[src/rtl/fetch_sequencer.sv]
// fetch_sequencer: program counter and fetch control in front of a memory
// with a one-cycle synchronous read. It delivers {pc, instruction} to decode
// over a valid/stall handshake and handles jumps, HALT and resume.
//
// Handshake: instr_valid marks a real word on instr_out/pc_out. A transfer
// ("accept") happens on a cycle with instr_valid & !stall. While stalled,
// the word and its pc stay stable, and decode keeps jump_en/jump_target
// steady until the accept.
module fetch_sequencer #(
  parameter int               ADDR_W   = 6,
  parameter int               INSTR_W  = 10,
  parameter int               OPC_W    = 4,
  parameter logic [OPC_W-1:0] HALT_OPC = 4'hF,
  parameter int               RESET_PC = 0
) (
  input  logic               clk,
  input  logic               rst_n,
  output logic [ADDR_W-1:0]  address,
  input  logic [INSTR_W-1:0] instruction,
  output logic [INSTR_W-1:0] instr_out,
  output logic [ADDR_W-1:0]  pc_out,
  output logic               instr_valid,
  input  logic               stall,
  input  logic               jump_en,
  input  logic [ADDR_W-1:0]  jump_target,
  input  logic               resume,
  output logic               halted,
  output logic [1:0]         state_dbg
);

  typedef enum logic [1:0] {
    S_FILL = 2'd0,
    S_RUN  = 2'd1,
    S_HALT = 2'd2
  } state_t;

  state_t              state, state_n;
  logic [ADDR_W-1:0]   address_n, pc_n;
  logic [INSTR_W-1:0]  hold_reg, hold_reg_n;
  logic                hold_flag, hold_flag_n;
  logic [INSTR_W-1:0]  cur_instr;
  logic                accept;
  logic                is_halt;

  assign state_dbg = state;

  // Output decode, handshake and next-state computation.
  always_comb begin
    state_n     = state;
    address_n   = address;
    pc_n        = pc_out;
    hold_reg_n  = hold_reg;
    hold_flag_n = hold_flag;

    instr_valid = (state == S_RUN);
    halted      = (state == S_HALT);
    // Once stalled, the memory has moved on to the next word, so the held
    // copy is the one decode must keep seeing.
    cur_instr   = hold_flag ? hold_reg : instruction;
    instr_out   = instr_valid ? cur_instr : '0;
    accept      = instr_valid & ~stall;
    is_halt     = (cur_instr[INSTR_W-1 -: OPC_W] == HALT_OPC);

    unique case (state)
      S_FILL: begin
        // The word for 'address' arrives next cycle; whatever arrives now
        // belongs to a flushed or stale fetch.
        pc_n        = address;
        address_n   = address + ADDR_W'(1);
        hold_flag_n = 1'b0;
        state_n     = S_RUN;
      end
      S_RUN: begin
        if (accept) begin
          hold_flag_n = 1'b0;
          if (is_halt) begin
            // HALT wins over a simultaneous jump; address stays at pc+1.
            state_n = S_HALT;
          end else if (jump_en) begin
            address_n = jump_target;
            state_n   = S_FILL;
          end else begin
            pc_n      = address;
            address_n = address + ADDR_W'(1);
          end
        end else if (!hold_flag) begin
          hold_reg_n  = instruction;
          hold_flag_n = 1'b1;
        end
      end
      S_HALT: begin
        if (resume) state_n = S_FILL;
      end
      default: state_n = S_FILL;
    endcase
  end

  // State and datapath registers, cleared asynchronously.
  always_ff @(posedge clk or negedge rst_n) begin
    if (!rst_n) begin
      state     <= S_FILL;
      address   <= ADDR_W'(RESET_PC);
      pc_out    <= ADDR_W'(RESET_PC);
      hold_reg  <= '0;
      hold_flag <= 1'b0;
    end else begin
      state     <= state_n;
      address   <= address_n;
      pc_out    <= pc_n;
      hold_reg  <= hold_reg_n;
      hold_flag <= hold_flag_n;
    end
  end

endmodule

[config.mk]
export PLATFORM = sky130hd
export DESIGN_NAME = fetch_sequencer
export DESIGN_NICKNAME = d
export VERILOG_FILES = /design/src/rtl/fetch_sequencer.sv
export SDC_FILE = /design/constraint.sdc
export NUM_CORES = 1
export LEC_CHECK = 0
export CORE_AREA = 8 8 62 64
export DETAILED_ROUTE_END_ITERATION = 6
export DIE_AREA = 0 0 70 72
export PLACE_DENSITY = 0.81
export RECOVER_POWER = 100
export SLEW_MARGIN = 25
export SYNTH_ARGS = -nofsm -noshare
export SYNTH_HDL_FRONTEND = slang
export SYNTH_SLANG_ARGS = --single-unit
[constraint.sdc]
create_clock -name clk -period 3.5 [get_ports clk]
set_input_delay 0.35 -clock clk [delete_from_list [all_inputs] [get_ports clk]]
set_output_delay 0.35 -clock clk [all_outputs]
set_load 0.02 [all_outputs]
* Yosys cells after proc, flatten, opt, wreduce, memory -nomap -nowiden
Cells that the tools add are included.
** Word-level totals
- Word-level logic and storage cells :: 40
- Register bits after elaboration :: 25
- Memory bits (writable) :: 0
- Memories :: 0
- Memory bits (read-only) :: 0
- Latch bits :: 0
- Bits of input ports :: 21
** Cells by class
- Multiply operators :: 0
- Divide/modulo/power cells :: 0
- Multiplexer cells :: 17
- Reductions and logical operators :: 6
- $lt $le $gt $ge :: 0
- Equality and inequality tests :: 8
- $add $sub $neg :: 1
- Shifts and indexed selects :: 0
- Bitwise logic cells :: 3
** Operator list (count)
- two-way mux 6 bit :: 6
- one-hot mux 6 bit (2 select lines) :: 2
- two-way mux 10 bit :: 2
- two-way mux 2 bit :: 4
- adder 6 x 1 -> 6 bit (second input constant) :: 1
- inequality test 2 bit (second input constant) :: 3
- one-hot mux 2 bit (3 select lines) :: 1
- AND reduction 3 bit :: 2
- equality test 4 bit (second input constant) :: 1
- AND reduction 4 bit :: 1
- inequality test 3 x 1 -> 1 bit (second input constant) :: 1
- equality test 2 x 1 -> 1 bit (second input constant) :: 1
- equality test 2 bit (second input constant) :: 1
- logical NOT 2 bit :: 1
- inequality test 2 x 1 -> 1 bit (second input constant) :: 1
- inverter 1 bit :: 2
- one-hot mux 1 bit (2 select lines) :: 1
- AND reduction 2 bit :: 1
- nonzero test 2 bit :: 1
- bitwise AND 1 bit :: 1
- two-way mux 1 bit :: 1

* Longest topological paths before layout
- Depth after elaboration :: 5
- Gate-level depth with buffers :: 8
- Depth with buffers taken out :: 6

* Worst setup path before layout
OpenSTA, ideal clock, no wires.
- Path type :: reg2reg
- Start :: reg state[1], in the netlist state_dbg[1]
- End :: reg pc_out[0]
- Data required time :: 3375 ps
- Path slack :: 1751 ps
- Arrival :: 1624 ps
- Period minus slack after synthesis :: 1749 ps
- Path buffers :: 2
- Cell stages (with the launch flop) :: 6
- Cell sequence :: dfrtp_1 buf_6 or3_1 o31a_1 buf_6 mux2_4
** On the way
- Word-level cells in the longest chain between the ends :: 4
- Elaborated cells on any way between the ends :: 9
- Those cells by class :: 4 x eq/ne; 1 x mux; 1 x bitwise; 3 x reduce/logical
** RTL lines
- from (decl) :: line 37 : state_t state, state_n;
- from (signal assigned) :: line 107 : state <= state_n;
- equality test 2 x 1 -> 1 bit :: line 55, 64
- bitwise AND 1 bit :: line 61 : accept = instr_valid & ~stall;
- inequality test 2 x 1 -> 1 bit (no source line)
- AND reduction 4 bit (no source line)
- to (signal assigned) :: line 103 : pc_out <= ADDR_W'(RESET_PC);
- to (signal assigned) :: line 109 : pc_out <= pc_n;
- to (decl) :: line 21 : output logic [ADDR_W-1:0] pc_out,
Parallel ways exist; a longest one is shown, timed or not.
A chain may end at the register's enable or synchronous reset.

* Worst setup path in the final report
- Start :: reg state[1], in the netlist state_dbg[1]
- End :: reg hold_reg[6]
** On the way
- Word-level cells in the longest chain between the ends :: 4
** RTL lines
- equality test 2 x 1 -> 1 bit (*) :: line 55, 64
- bitwise AND 1 bit :: line 61
- inverter 1 bit (no source line)
- AND reduction 2 bit (no source line) (*)
- to (signal assigned) :: line 110 : hold_reg <= hold_reg_n;
- to (decl) :: line 39 : logic [INSTR_W-1:0] hold_reg, hold_reg_n;
Every way passes the cells marked *; elsewhere a longest branch is shown, timed or not.

==> metrics.log <==
[metrics] post-route antenna net violation count: 0
[metrics] Die Y: between 70 and 80 um
[metrics] clock tree sinks: 25
[metrics] initial antenna violation count: 0
[metrics] layout net count: 192
[metrics] element type at the critical path end: flip-flop
[metrics] first-pass iteration count of the detailed router: 4
[metrics] Yosys cell types: 27
[metrics] Clock Skew: slightly below 0.006 ns
[metrics] worst hold path class: input pin to asynchronous set/reset pin
[metrics] placed wire-length estimate after detailed placement: 2540 um
[metrics] die width: around 70 um
[metrics] Post-Synthesis Net Count: roughly 150
[metrics] number of hold violations in the final report: 0
[metrics] # IOs: 47
[metrics] Num CTS Buffers: 3
[metrics] fraction of the mapped netlist area in adder cells: 0.935%
[metrics] per-cell via count in the routed design: between 5 and 6
[metrics] starting DRC count in detailed routing: a little over 60
[metrics] Post-Syn Area: 0.00134 sq mm
[metrics] crit share post-route: 74.3%
[metrics] flop and latch count out of synthesis: 25
[metrics] Top FF cell, synth: dfrtp_1
[metrics] fmax: ~0.38 GHz
[metrics] Simple-Gate Fraction of Synth Area: approximately 14%
[metrics] Initial Util: 46.1%
[metrics] count of flip-flops with a built-in enable after synthesis: 0
[metrics] time the final worst path needs with I/O delays and setup: 2.60 ns
[metrics] die area: around 0.0050 sq mm
[metrics] actual slew at the worst max-slew pin: between 1 and 1.5 ns
[metrics] clock tree root buffer cell: clkbuf_4
[metrics] required time of the critical path: roughly 3.7 ns
[metrics] xor/xnor cell area share of the yosys netlist: 0%
[metrics] highest ir drop seen on vdd: 447 uV
[metrics] unrepaired setup endpoints after global routing: no
[metrics] critical path launch point type: flip-flop
[metrics] total setup violations reported at the end of the flow: 0
[metrics] Slew Limit Headroom: under 10%
[metrics] worst hold slack after final layout: 0.276 ns
[metrics] DRC violation count after routing: 0
[metrics] max-cap check violation count: 0
[metrics] vias in the first global route: about 1.1k
[metrics] leftover overflow at the end of global routing: 0
[metrics] sequential area share after synthesis: ~47%
[metrics] Pwr per Cell Area: 644 mW/mm^2
[metrics] final-report max-slew violation count: 0
[metrics] Buffers on Ports: 46
[metrics] number of buffers inserted by post-CTS setup repair: 0
[metrics] first-pass GRT wire length: roughly 5400 um
[metrics] average cell area after synthesis: approximately 11 sq um
[metrics] overall fraction of global-route tracks in use: approximately an eighth
[metrics] classification of the worst setup path: flip-flop to flip-flop
[metrics] CTS Buffer Depth: 2
[metrics] core area: approximately 0.0029 sq mm
[metrics] data arrival at the endpoint of the critical path: approximately 2.8 ns
[metrics] Area growth syn-to-layout: 34.1%
[metrics] main combinational cell family by area after synthesis: multiplexers
[metrics] worst-path fanout max: 13
[metrics] flip-flop count of the largest register, all copies and words added: 10
[metrics] multiplexer area fraction after synthesis: 23.0%
[metrics] count of instances resized after the clock tree is built: 0
[metrics] Sum Neg Setup Slack: 0 ns
[metrics] Non-Filler Instances: ~200
[metrics] fraction of final layout cells with drive strength greater than 1: 8.88%
[metrics] final RePlAce weighted congestion: about 0.83
[metrics] clock tree from TritonCTS: yes
[metrics] status: complete, no violations
[metrics] Routed wire per std cell: 16.0 um
[metrics] fraction of the mapped netlist area in compound gates: 10.9%
[metrics] CTS H-Tree Depth: 1
[metrics] synthesized netlist cell count: about 120
[metrics] Final Routed Wirelength: around 3200 um
[metrics] leakage power summed over all cells: about 0.76 nW
[metrics] final core area utilization: around three fifths
[metrics] Inserted Diodes: 0
[metrics] pin count of the biggest net entering global routing: 26
[metrics] # placed instances: between 150 and 200
[metrics] share of synthesized registers carrying an async set or reset: 100%
[metrics] worst skew pair latency: 0.32 ns
[metrics] clock edge transition at the registers on the reported setup and hold paths: about 0.13 ns
[metrics] synthesis warning total: 0
[metrics] standard-cell row count: 20
[metrics] routed vias: about 1.1k
[metrics] total power: approximately 1.2 mW
[metrics] cts-stage hold buffer count: 0
[final timing paths]
check                         endpoint         start  depth (start not counted)  slack (ns)
max                        hold_reg[6]  state_dbg[1]                          3        0.90
min                          pc_out[3]         rst_n                          1        0.28
max reg2reg                hold_reg[6]  state_dbg[1]                          3        0.90
min reg2reg                  pc_out[3]     pc_out[3]                          1        0.51
max in group asynchronous  hold_reg[8]         rst_n                          1        2.48
min in group clk             pc_out[3]     pc_out[3]                          1        0.51
[layer usage]
metal,track usage (%),share of wire [%]
met1,14.4,40
met2,22.4,53
met3,3.96,5.0
met4,5.58,1.5
met5,0,0
[area by class of cell]
type / count / area [sq um]
well taps: 33 / 41.3
flip-flops and latches: 25 / 626
clock buffers: 4 / 26.3
multi-input cells: 89 / 627
fillers: 255 / 1110
inverters: 5 / 18.8
repair buffers: 46 / 454
[worst max-delay path: stages (launching register included)]
cell      delay, ns
dfrtp_1        0.51
nand2b_1       0.42
nor3_1         1.12
mux2_2         0.44
[cell families (layout without fill, tap and decap cells)]
family,after synthesis,after routing
buf+inv,10,55
mux,27,27
flops,25,25
compound gates,22,22
simple gates,39,39
fa+ha+maj,1,1
[metrics by stage]
step	instance area, sq um	setup slack, ns
floorplan	1340	1.75
global placement	1800	1.35
detailed placement	1800	1.31
CTS	1820	0.993
global route	1790	0.729
finish	1790	0.898
[cells in the mapped netlist, types with 2 or more instances]
library cell | n | area share (%)
dfrtp_1 | 25 | 47
nor2_1 | 14 | 3.9
a21oi_1 | 12 | 4.5
mux2i_1 | 12 | 9.0
mux2_2 | 10 | 8.4
nand2_1 | 8 | 2.2
nand3_1 | 6 | 2.2
inv_1 | 5 | 1.4
mux2_4 | 5 | 5.6
nand2b_1 | 4 | 1.9
o21ai_0 | 3 | 1.1
buf_2 | 2 | 0.75
buf_6 | 2 | 1.7
o22ai_1 | 2 | 0.94
or3_1 | 2 | 0.94
[cell usage in the layout, fill, tap and decap left out]
| master | count |
|---|---|
| mux2i_1 | 12 |
| o31a_1 | 1 |
| o22ai_1 | 2 |
| nand4_1 | 1 |
| a31oi_1 | 1 |
| nor3_1 | 2 |
| o21ai_0 | 3 |
| dlygate4sd3_1 | 26 |
| mux2_1 | 5 |
| inv_1 | 5 |
| or3_1 | 2 |
| o41ai_1 | 1 |
| dfrtp_1 | 25 |
| nand2_1 | 8 |
| o31ai_1 | 1 |
| or2_2 | 1 |
| nor2_1 | 14 |
| ha_1 | 1 |
| clkbuf_1 | 2 |
| mux2_2 | 10 |
| clkdlybuf4s50_1 | 19 |
| o41ai_4 | 1 |
| nand2b_1 | 4 |
| a21oi_1 | 12 |
| nand3_1 | 6 |
| nor2b_1 | 1 |
| clkbuf_4 | 3 |
[power by group]
part           leakage, nW  switching [mW]  internal, mW
Clock               0.0150          0.0833        0.0446
Sequential           0.287          0.0949         0.389
Combinational        0.462           0.282         0.261
Total                0.764           0.461         0.694
Note: power is estimated with default switching activity, not from simulation.
